## config.mk

```make
export PLATFORM = sky130hd
export DESIGN_NAME = eda_window_scanner
export DESIGN_NICKNAME = d
export VERILOG_FILES = /design/src/rtl/eda_pkg.sv /design/src/rtl/eda_max_compare.sv /design/src/rtl/eda_window_scanner.sv
export SDC_FILE = /design/constraint.sdc
export NUM_CORES = 1
export LEC_CHECK = 0
export BUFFER_PORTS_ARGS = -buffer_cell sky130_fd_sc_hd__buf_4
export CORE_MARGIN = 3
export CORE_UTILIZATION = 51
export CTS_CLUSTER_SIZE = 20
export DETAILED_ROUTE_END_ITERATION = 7
export PLACE_DENSITY = 0.86
export SYNTH_ARGS = -nofsm -noshare
export SYNTH_HDL_FRONTEND = slang
export SYNTH_SLANG_ARGS = --single-unit
```

## constraint.sdc

```tcl
create_clock -name clk -period 4.3 [get_ports clk]
set_input_delay 1.075 -clock clk [delete_from_list [all_inputs] [get_ports clk]]
set_output_delay 1.075 -clock clk [all_outputs]
set_load 0.01 [all_outputs]
```

## src/rtl/eda_pkg.sv

```systemverilog
// eda_pkg -- shared definitions for the regional-maxima engine.
//
// Contents:
//   CFG_*            default frame geometry and pixel width
//   scan_state_e     raster scanner FSM states (IDLE, SCAN, DRAIN)
//   WIN_*            window slot indices; slot k sits at [k*PIXEL_WIDTH +: PIXEL_WIDTH]
//   MASK_SLOT_MAP    neighbour-valid mask bit -> window slot (4 bits per entry)
//   mask_slot()      lookup helper for MASK_SLOT_MAP
package eda_pkg;

   localparam int CFG_M            = 3;
   localparam int CFG_N            = 3;
   localparam int CFG_PIXEL_WIDTH  = 8;
   localparam int CFG_WINDOW_WIDTH = 9;
   localparam int CFG_I_WIDTH      = 2;
   localparam int CFG_J_WIDTH      = 2;
   localparam int CFG_ADDR_WIDTH   = CFG_I_WIDTH + CFG_J_WIDTH;

   typedef enum logic [1:0] {
      IDLE  = 2'd0,
      SCAN  = 2'd1,
      DRAIN = 2'd2
   } scan_state_e;

   localparam int WIN_UL = 8;
   localparam int WIN_U  = 7;
   localparam int WIN_UR = 6;
   localparam int WIN_L  = 5;
   localparam int WIN_C  = 4;
   localparam int WIN_R  = 3;
   localparam int WIN_DL = 2;
   localparam int WIN_D  = 1;
   localparam int WIN_DR = 0;

   localparam int NUM_NEIGH = 8;

   // The center slot has no mask bit, so mask bits 7..4 land on slots 8..5
   // and bits 3..0 land on slots 3..0. Entry b is at [b*4 +: 4].
   localparam logic [4*NUM_NEIGH-1:0] MASK_SLOT_MAP = {
      4'd8, 4'd7, 4'd6, 4'd5, 4'd3, 4'd2, 4'd1, 4'd0
   };

   function automatic int mask_slot(input int b);
      return int'(MASK_SLOT_MAP[b*4 +: 4]);
   endfunction

endpackage

```

## src/rtl/eda_max_compare.sv

```systemverilog
// eda_max_compare -- combinational local-maximum test on a 3x3 window.
//
// Ports:
//   window_i   PIXEL_WIDTH*WINDOW_WIDTH  window slots, slot 4 is the center
//   mask_i     WINDOW_WIDTH-1            neighbour-valid bits (bit 7 upleft .. bit 0 downright)
//   strict_i   1                         1: center > neighbours, 0: center >= neighbours
//   is_max_o   1                         center passes the test against every valid neighbour
//
// Invalid neighbours never influence the result, whatever value they carry.
module eda_max_compare
   import eda_pkg::*;
#(
   parameter int PIXEL_WIDTH  = CFG_PIXEL_WIDTH,
   parameter int WINDOW_WIDTH = CFG_WINDOW_WIDTH
) (
   input  logic [PIXEL_WIDTH*WINDOW_WIDTH-1:0] window_i,
   input  logic [WINDOW_WIDTH-2:0]             mask_i,
   input  logic                                strict_i,
   output logic                                is_max_o
);

   logic [PIXEL_WIDTH-1:0] center;
   logic [PIXEL_WIDTH-1:0] neigh;
   int                     slot;

   always_comb begin
      is_max_o = 1'b1;
      center   = window_i[WIN_C*PIXEL_WIDTH +: PIXEL_WIDTH];
      neigh    = '0;
      slot     = 0;
      for (int b = 0; b < WINDOW_WIDTH-1; b++) begin
         slot  = mask_slot(b);
         neigh = window_i[slot*PIXEL_WIDTH +: PIXEL_WIDTH];
         if (mask_i[b]) begin
            if (strict_i ? (center <= neigh) : (center < neigh)) begin
               is_max_o = 1'b0;
            end
         end
      end
   end

endmodule

```

## src/rtl/eda_window_scanner.sv

```systemverilog
// eda_window_scanner -- raster-order reader for the image RAM.
//
// Steps center_addr = {i, j} over an M x N frame, samples the combinational
// 3x3 window returned by the RAM in the same cycle and reports one
// regional-maximum flag per pixel on a valid/ready stream.
//
// Ports:
//   clk, reset_n       clock, asynchronous active-low reset
//   start              frame request, honoured only in IDLE
//   center_addr        {i, j} to the RAM (registered)
//   window_values      3x3 window from the RAM, slot 4 is the center
//   neigh_addr_valid   neighbour-valid mask from the RAM
//   out_valid/ready    result stream handshake
//   out_addr           address of the reported pixel
//   out_center         center pixel value
//   out_is_max         local-maximum flag
//   busy               FSM not in IDLE
//   done               one-cycle pulse after the last result is accepted
//   dbg_state          current FSM state
//
// Handshake: a result transfers on every rising edge where out_valid and
// out_ready are both 1; while out_valid=1 and out_ready=0 all out_* hold.
//
// Build option: define EDA_SCAN_STRICT_EN to make the test center > every
// valid neighbour (plateaus are not maxima); otherwise center >= is used.
module eda_window_scanner
   import eda_pkg::*;
#(
   parameter int M            = CFG_M,
   parameter int N            = CFG_N,
   parameter int PIXEL_WIDTH  = CFG_PIXEL_WIDTH,
   parameter int WINDOW_WIDTH = CFG_WINDOW_WIDTH,
   parameter int ADDR_WIDTH   = CFG_ADDR_WIDTH,
   parameter int I_WIDTH      = CFG_I_WIDTH,
   parameter int J_WIDTH      = CFG_J_WIDTH
) (
   input  logic                                clk,
   input  logic                                reset_n,
   input  logic                                start,
   output logic [ADDR_WIDTH-1:0]               center_addr,
   input  logic [PIXEL_WIDTH*WINDOW_WIDTH-1:0] window_values,
   input  logic [WINDOW_WIDTH-2:0]             neigh_addr_valid,
   output logic                                out_valid,
   input  logic                                out_ready,
   output logic [ADDR_WIDTH-1:0]               out_addr,
   output logic [PIXEL_WIDTH-1:0]              out_center,
   output logic                                out_is_max,
   output logic                                busy,
   output logic                                done,
   output scan_state_e                         dbg_state
);

   localparam logic [I_WIDTH-1:0] I_LAST = I_WIDTH'(M-1);
   localparam logic [J_WIDTH-1:0] J_LAST = J_WIDTH'(N-1);

`ifdef EDA_SCAN_STRICT_EN
   localparam logic STRICT = 1'b1;
`else
   localparam logic STRICT = 1'b0;
`endif

   scan_state_e              state_q, state_d;
   logic [I_WIDTH-1:0]       i_q, i_d;
   logic [J_WIDTH-1:0]       j_q, j_d;
   logic                     out_valid_q, out_valid_d;
   logic [ADDR_WIDTH-1:0]    out_addr_q, out_addr_d;
   logic [PIXEL_WIDTH-1:0]   out_center_q, out_center_d;
   logic                     out_is_max_q, out_is_max_d;
   logic                     done_q, done_d;

   logic                     capture;
   logic                     is_max_w;

   eda_max_compare #(
      .PIXEL_WIDTH  (PIXEL_WIDTH),
      .WINDOW_WIDTH (WINDOW_WIDTH)
   ) u_cmp (
      .window_i (window_values),
      .mask_i   (neigh_addr_valid),
      .strict_i (STRICT),
      .is_max_o (is_max_w)
   );

   // The output slot is free when empty or being drained this cycle.
   assign capture = (state_q == SCAN) && (!out_valid_q || out_ready);

   always_comb begin
      state_d      = state_q;
      i_d          = i_q;
      j_d          = j_q;
      out_valid_d  = out_valid_q && !out_ready;
      out_addr_d   = out_addr_q;
      out_center_d = out_center_q;
      out_is_max_d = out_is_max_q;
      done_d       = 1'b0;
      case (state_q)
         IDLE: begin
            if (start) begin
               state_d = SCAN;
            end
         end
         SCAN: begin
            if (capture) begin
               out_valid_d  = 1'b1;
               out_addr_d   = {i_q, j_q};
               out_center_d = window_values[WIN_C*PIXEL_WIDTH +: PIXEL_WIDTH];
               out_is_max_d = is_max_w;
               if (j_q == J_LAST) begin
                  j_d = '0;
                  if (i_q == I_LAST) begin
                     // Leave the address at {0,0} so the next frame starts there.
                     i_d     = '0;
                     state_d = DRAIN;
                  end else begin
                     i_d = i_q + 1'b1;
                  end
               end else begin
                  j_d = j_q + 1'b1;
               end
            end
         end
         DRAIN: begin
            if (out_valid_q && out_ready) begin
               state_d = IDLE;
               done_d  = 1'b1;
            end
         end
         default: state_d = IDLE;
      endcase
   end

   always_ff @(posedge clk or negedge reset_n) begin
      if (!reset_n) begin
         state_q      <= IDLE;
         i_q          <= '0;
         j_q          <= '0;
         out_valid_q  <= 1'b0;
         out_addr_q   <= '0;
         out_center_q <= '0;
         out_is_max_q <= 1'b0;
         done_q       <= 1'b0;
      end else begin
         state_q      <= state_d;
         i_q          <= i_d;
         j_q          <= j_d;
         out_valid_q  <= out_valid_d;
         out_addr_q   <= out_addr_d;
         out_center_q <= out_center_d;
         out_is_max_q <= out_is_max_d;
         done_q       <= done_d;
      end
   end

   assign center_addr = {i_q, j_q};
   assign out_valid   = out_valid_q;
   assign out_addr    = out_addr_q;
   assign out_center  = out_center_q;
   assign out_is_max  = out_is_max_q;
   assign busy        = (state_q != IDLE);
   assign done        = done_q;
   assign dbg_state   = state_q;

endmodule

```

==> results of run 1 <==
-- tightest hold or removal path: cells and delay by family, from the launching register on --
kind	cells	cell delay, ps
simple gates	2	100
flops	1	350
-- path summary, 6_finish.rpt --
| check | start | to | slack (ps) | cells after the start |
|---|---|---|---|---|
| max reg2reg | dbg_state[1]$_DFFE_PN0P_ | i_q[0]$_DFFE_PN0P_ | 2340 | 4 |
| min reg2reg | out_center[6]$_DFFE_PN0P_ | out_center[6]$_DFFE_PN0P_ | 480 | 2 |
| max in group asynchronous | reset_n | out_addr[0]$_DFFE_PN0P_ | 3410 | 1 |
| max | window_values[34] | out_is_max$_DFFE_PN0P_ | 1970 | 7 |
| min in group asynchronous | reset_n | out_addr[1]$_DFFE_PN0P_ | 680 | 1 |
| min | out_center[6]$_DFFE_PN0P_ | out_center[6]$_DFFE_PN0P_ | 480 | 2 |
-- area by class of cell --
type                            count  area (µm²)
Clock inverter                      1        7.51
Clock buffer                        3        41.3
Multi-Input combinational cell    198        1520
Inverter                           59         221
Fill cell                         328         975
Sequential cell                    21         526
Tap cell                           50        62.6
Timing Repair Buffer              105         788
-- cell families (layout without fill, tap and decap cells) --
| kind of cell | count (synthesis) | after routing |
|---|---|---|
| compound gates | 46 | 46 |
| fa+ha+maj | 56 | 56 |
| buf+inv | 62 | 168 |
| flops | 21 | 21 |
| mux | 2 | 2 |
| simple gates | 94 | 94 |
-- metal layers --
metal  track usage (%)  up-vias  part of all wire (%)
met4              6.76        0                   1.7
met1              29.9     1041                    43
met3              3.58       14                   5.3
met2              42.7       73                    50
li1                  -     1171                     -
met5                 0        -                     0
-- synthesized netlist by cell type (all sizes together) --
master and count:
inv 59, ha 56, nand2 52, dfrtp 21
nand2b 9, a21oi 8, nor2 8, o2111ai 6
o21ai 6, nand4 5, a211oi 4, a21o 4
nor3 4, o21a 4, a2111oi 3, o211ai 3
buf 2, nand3b 2, nor2b 2, nor3b 2
nor4 2, nor4b 2, o22ai 2, a221o 1
a22o 1, a311oi 1, a31oi 1, and3 1
and4b 1, clkbuf 1, mux2 1, mux2i 1
nand3 1, nand4b 1, o31ai 1, o41ai 1
or2 1, or3b 1
-- power groups by stage --
stage	registers, mW	logic [mW]	clock network (mW)
2_1_floorplan	0.346	0.196	0
3_3_place_gp	0.321	0.436	0
3_5_place_dp	0.319	0.453	0
4_1_cts	0.318	0.454	0.136
5_1_grt	0.329	0.502	0.141
6_report	0.319	0.450	0.132
-- registers in the layout, indices dropped and copies added, names as in the netlist --
register	flops
i_q	2
j_q	2
out_valid	1
out_addr	4
done	1
out_is_max	1
out_center	8
dbg_state	2
==> flow_metrics.py, run 1 <==
metrics = {
    "drt": {
        "wl_um": 6290,
        "vias": 2299,
        "drtPass1Iterations": 4,
        "avgRoutedWirePerCell_um": 14.4,
        "drcViolationCount": 0,
        "drtIter0Drc": 81,
        "ant_nets": 0,
        "via_per_inst": 5.26,
    },
    "worst_setup_path": {
        "critPathBufInv": 1,
        "cp.arrival_ps": 2490,
        "cp_max_fo": 9,
        "crit_path_start_kind": "input port",
        "crit_required_ps": 4460,
        "critical_path_class": "in -> reg",
        "cp_slowest_cell": "ha_1",
        "crit_chain": "buf_4 > ha_1 > o21ai_0 > a221o_1 > a21oi_1 > o2111ai_1 > o41ai_2",
        "max_stage_delay_ps": 300,
        "end_kind": "flip-flop",
        "cp_top_family": "compound AO/OA/AOI/OAI gates",
    },
    "floorplan": {
        "dieWidth_um": 72.9,
        "rows": 23,
        "coreArea_um2": 4140,
        "io_pins": 106,
        "start_util_pct": 55.1,
        "dieArea_um2": 5320,
        "die_h_um": 72.9,
    },
    "synth": {
        "synth_nets": 421,
        "synth_top_cell_area_share_pct": 30.7,
        "synthMuxAreaShare_pct": 0.932,
        "syn_avg_cell_area_um2": 8.13,
        "synth-seq-cells": 21,
        "synthCells": 281,
        "synth_top_family_by_area": "adder cells",
        "synth_compound_area_share_pct": 14.8,
        "synth_area_um2": 2280,
        "ys_top_cells_by_area": "ha_1 (31%), dfrtp_1 (23%), inv_1 (9.7%), nand2_1 (8.5%), nand2b_1 (2.5%)",
        "synthSimpleGateAreaFrac_pct": 20.3,
        "synth.largest_area_cell": "ha_1",
        "synth_xor_area_share_pct": 0,
        "synth-adder-area-share_pct": 30.7,
        "ys_seq_area_share_pct": 23.0,
        "synth_cell_types": 40,
        "yosys_warnings": 0,
    },
    "global_route": {
        "grt_pass1_wl_um": 10000,
        "grt_max_degree": 22,
        "grt_pass1_vias": 2195,
        "antenna_found_initial": 0,
        "grt_overflow": 0,
        "grt_util_all_layers_pct": 24.0,
    },
    "cells_and_area": {
        "area_delta_synth_final_pct": 38.8,
        "insertedDiodeCount": 0,
        "final_util_pct": 76.5,
        "stdcell_count": 437,
        "fin_nets": 528,
        "final_common_cell": "buf_4",
        "final_cell_mix": "buf_4 (105), inv_1 (59), ha_1 (56)",
        "layout-drive-gt1-share_pct": 29.7,
        "fin_area_um2": 3170,
    },
    "pwr": {
        "power_density_nw_per_um2": 284,
        "sequentialPowerShare_pct": 35.4,
        "power_frac_comb_pct": 49.9,
        "max-vdd-ir-drop_mv": 0.272,
        "leakagePower_nw": 1.86,
        "internal_power_uw": 561,
        "switching_share_pct": 37.7,
        "finalPower_uw": 900,
        "power.net_switching_uw": 339,
        "clockPowerShare_pct": 14.6,
    },
    "timing": {
        "clock_skew_ps": 3.42,
        "hold_violations": 0,
        "drv_slew": 0,
        "period_needed_ps": 2330,
        "max_freq_ghz": 0.429,
        "holdWs_ps": 478,
        "worst_slack_ps": 1970,
        "tightest_slew_ps": 825,
        "period_share_pct": 54.2,
        "setup_viol": 0,
        "finalSetupTns_ps": 0,
        "rsz0062_at_grt": "no",
        "relSlewSlack_pct": 44.9,
    },
    "cts": {
        "cts_tree": "done",
        "postCtsSetupBuffers": 0,
        "root_buffer": "clkbuf_8",
        "clk_latency_ps": 260,
        "htreeDepth": 1,
        "hold_buffers": 0,
        "clkTransAtPathRegs_ps": 80,
        "clock_path_buffers": 2,
        "cts_made_buffers": 3,
        "cts_sinks": 21,
        "cts_resized": 0,
    },
    "outcome": {
        "status": "finished clean",
    },
    "placement": {
        "io_buffers": 105,
        "globalplace.congestion": 0.823,
        "placed_cells": 433,
        "place_area_um2": 3120,
        "hpwl_um": 5090,
        "dp_slack_ps": 1710,
    },
    "min_path": {
        "hold_class": "reg -> reg",
    },
    "flow_run": {
        "max_cap_viol_count": 0,
    },
}
(Power assumes the default switching activity.)
==> run 2, diff against run 1 <==
--- a/config.mk
+++ b/config.mk
@@ -7,10 +7,10 @@
 export LEC_CHECK = 0
 export BUFFER_PORTS_ARGS = -buffer_cell sky130_fd_sc_hd__buf_4
 export CORE_MARGIN = 3
-export CORE_UTILIZATION = 51
+export CORE_UTILIZATION = 48
 export CTS_CLUSTER_SIZE = 20
 export DETAILED_ROUTE_END_ITERATION = 7
-export PLACE_DENSITY = 0.86
+export PLACE_DENSITY = 0.82
 export SYNTH_ARGS = -nofsm -noshare
 export SYNTH_HDL_FRONTEND = slang
 export SYNTH_SLANG_ARGS = --single-unit
==> constraint.sdc (replaced) <==
create_clock -name clk -period 2.45 [get_ports clk]
set_input_delay 0.6125 -clock clk [delete_from_list [all_inputs] [get_ports clk]]
set_output_delay 0.6125 -clock clk [all_outputs]
set_load 0.01 [all_outputs]
==> run 2 against run 1 <==
First-iteration DRC count grew 23%. Register-to-register slack lost 1600 ps. Count of clock-buffer cells in the layout is the same. Die area grew 5.7%. Largest power group unchanged.
==> flow_metrics.py, run 2 (synthesis results as in run 1) <==
metrics = {
    "outcome": {
        "status": "finished clean",
    },
    "drt": {
        "avgRoutedWirePerCell_um": 14.0,
        "drtIter0Drc": 100,
        "ant_nets": 0,
        "drcViolationCount": 0,
        "wl_um": 6170,
        "drtPass1Iterations": 4,
        "via_per_inst": 5.10,
        "vias": 2245,
    },
    "cells_and_area": {
        "stdcell_count": 440,
        "fin_nets": 529,
        "area_delta_synth_final_pct": 39.2,
        "fin_area_um2": 3180,
        "final_util_pct": 71.1,
        "final_cell_mix": "buf_4 (106), inv_1 (59), ha_1 (56)",
        "final_common_cell": "buf_4",
        "layout-drive-gt1-share_pct": 29.9,
        "insertedDiodeCount": 0,
        "largest_reg_flops": 8,
    },
    "floorplan": {
        "start_util_pct": 51.0,
        "rows": 24,
        "coreArea_um2": 4470,
        "dieArea_um2": 5620,
        "dieWidth_um": 75.0,
        "die_h_um": 75.0,
        "io_pins": 106,
    },
    "cts": {
        "clkTransAtPathRegs_ps": 80,
        "clock_path_buffers": 2,
        "postCtsSetupBuffers": 0,
        "cts_made_buffers": 3,
        "cts_sinks": 21,
        "cts_resized": 0,
        "cts_tree": "done",
        "clk_latency_ps": 260,
        "hold_buffers": 0,
        "htreeDepth": 1,
        "root_buffer": "clkbuf_8",
    },
    "timing": {
        "drv_slew": 0,
        "hold_violations": 0,
        "max_freq_ghz": 0.543,
        "tightest_slew_ps": 810,
        "setup_viol": 0,
        "rsz0062_at_grt": "no",
        "finalSetupTns_ps": 0,
        "period_needed_ps": 1840,
        "clock_skew_ps": 6.79,
        "period_share_pct": 75.1,
        "relSlewSlack_pct": 45.9,
    },
    "placement": {
        "hpwl_um": 5060,
        "place_area_um2": 3130,
        "globalplace.congestion": 0.881,
        "placed_cells": 436,
        "io_buffers": 105,
    },
    "global_route": {
        "grt_max_degree": 22,
        "grt_pass1_vias": 2045,
        "grtUsageMet2_pct": 38.1,
        "grt_overflow": 0,
        "antenna_found_initial": 0,
        "met1_usage_pct": 29.6,
        "top_usage_layer": "met2",
        "grtUsageMet3_pct": 2.54,
        "grt_util_all_layers_pct": 21.8,
        "grt_pass1_wl_um": 9470,
    },
    "worst_setup_path": {
        "regToRegSetupSlack_ps": 740,
        "cp.arrival_ps": 2010,
        "end_kind": "flip-flop",
        "cp_max_fo": 9,
        "critical_path_class": "in -> reg",
        "crit_required_ps": 2610,
        "crit_path_start_kind": "input port",
    },
    "pwr": {
        "max-vdd-ir-drop_mv": 0.524,
        "power_density_nw_per_um2": 500,
        "finalPower_mw": 1.59,
        "leakagePower_nw": 1.86,
    },
    "flow_run": {
        "max_cap_viol_count": 0,
    },
    "min_path": {
        "hold_class": "in -> async",
    },
}
-- run 2: cell types whose count changed in the layout (fill, tap and decap cells not counted) --
| cell | previous run | this run |
|---|---|---|
| buf_4 | 105 | 106 |
-- run 2: worst max-delay path: stages --
cell       delay, ps
buf_4            170
ha_1             330
nand4_1          120
o31ai_1          360
o2111ai_1        200
o41ai_2          220
-- run 2: layout make-up --
class | count | area, µm²
clock buffers | 3 | 41.3
repair buffers | 106 | 796
multi-input cells | 198 | 1520
clock inverters | 1 | 7.51
well taps | 52 | 65.1
flip-flops and latches | 21 | 526
fillers | 369 | 1290
inverters | 59 | 221
-- run 2: per-stage QoR --
| step | hold WS (ps) | worst slack [ps] |
|---|---|---|
| 6_report | 218 | 610 |
| 3_5_place_dp | 463 | 327 |
| 4_1_cts | 222 | 600 |
| 5_1_grt | 223 | 536 |
| 2_1_floorplan | 317 | 608 |
| 3_3_place_gp | 464 | 342 |
-- run 2: worst paths after layout --
path | from | end | cells after the start
worst max register to register | dbg_state[1]$_DFFE_PN0P_ | i_q[0]$_DFFE_PN0P_ | 4
min in group clk | out_addr[3]$_DFFE_PN0P_ | out_addr[3]$_DFFE_PN0P_ | 2
max in group asynchronous | reset_n | out_addr[1]$_DFFE_PN0P_ | 1
worst max-delay path | window_values[39] | out_is_max$_DFFE_PN0P_ | 6
worst min register to register | out_addr[3]$_DFFE_PN0P_ | out_addr[3]$_DFFE_PN0P_ | 2
worst min-delay path | reset_n | out_addr[0]$_DFFE_PN0P_ | 1
-- run 2: metal layers --
layer | up-vias | share of wire (%)
met5 | - | 0
met4 | 0 | 0.47
li1 | 1172 | -
met3 | 4 | 5.4
met1 | 1002 | 46
met2 | 67 | 48
-- run 2: power breakdown --
| group | total [mW] | switching, mW | internal (mW) |
|---|---|---|---|
| clock | 0.235 | 0.120 | 0.115 |
| sequential | 0.566 | 0.103 | 0.464 |
| combinational | 0.789 | 0.378 | 0.411 |
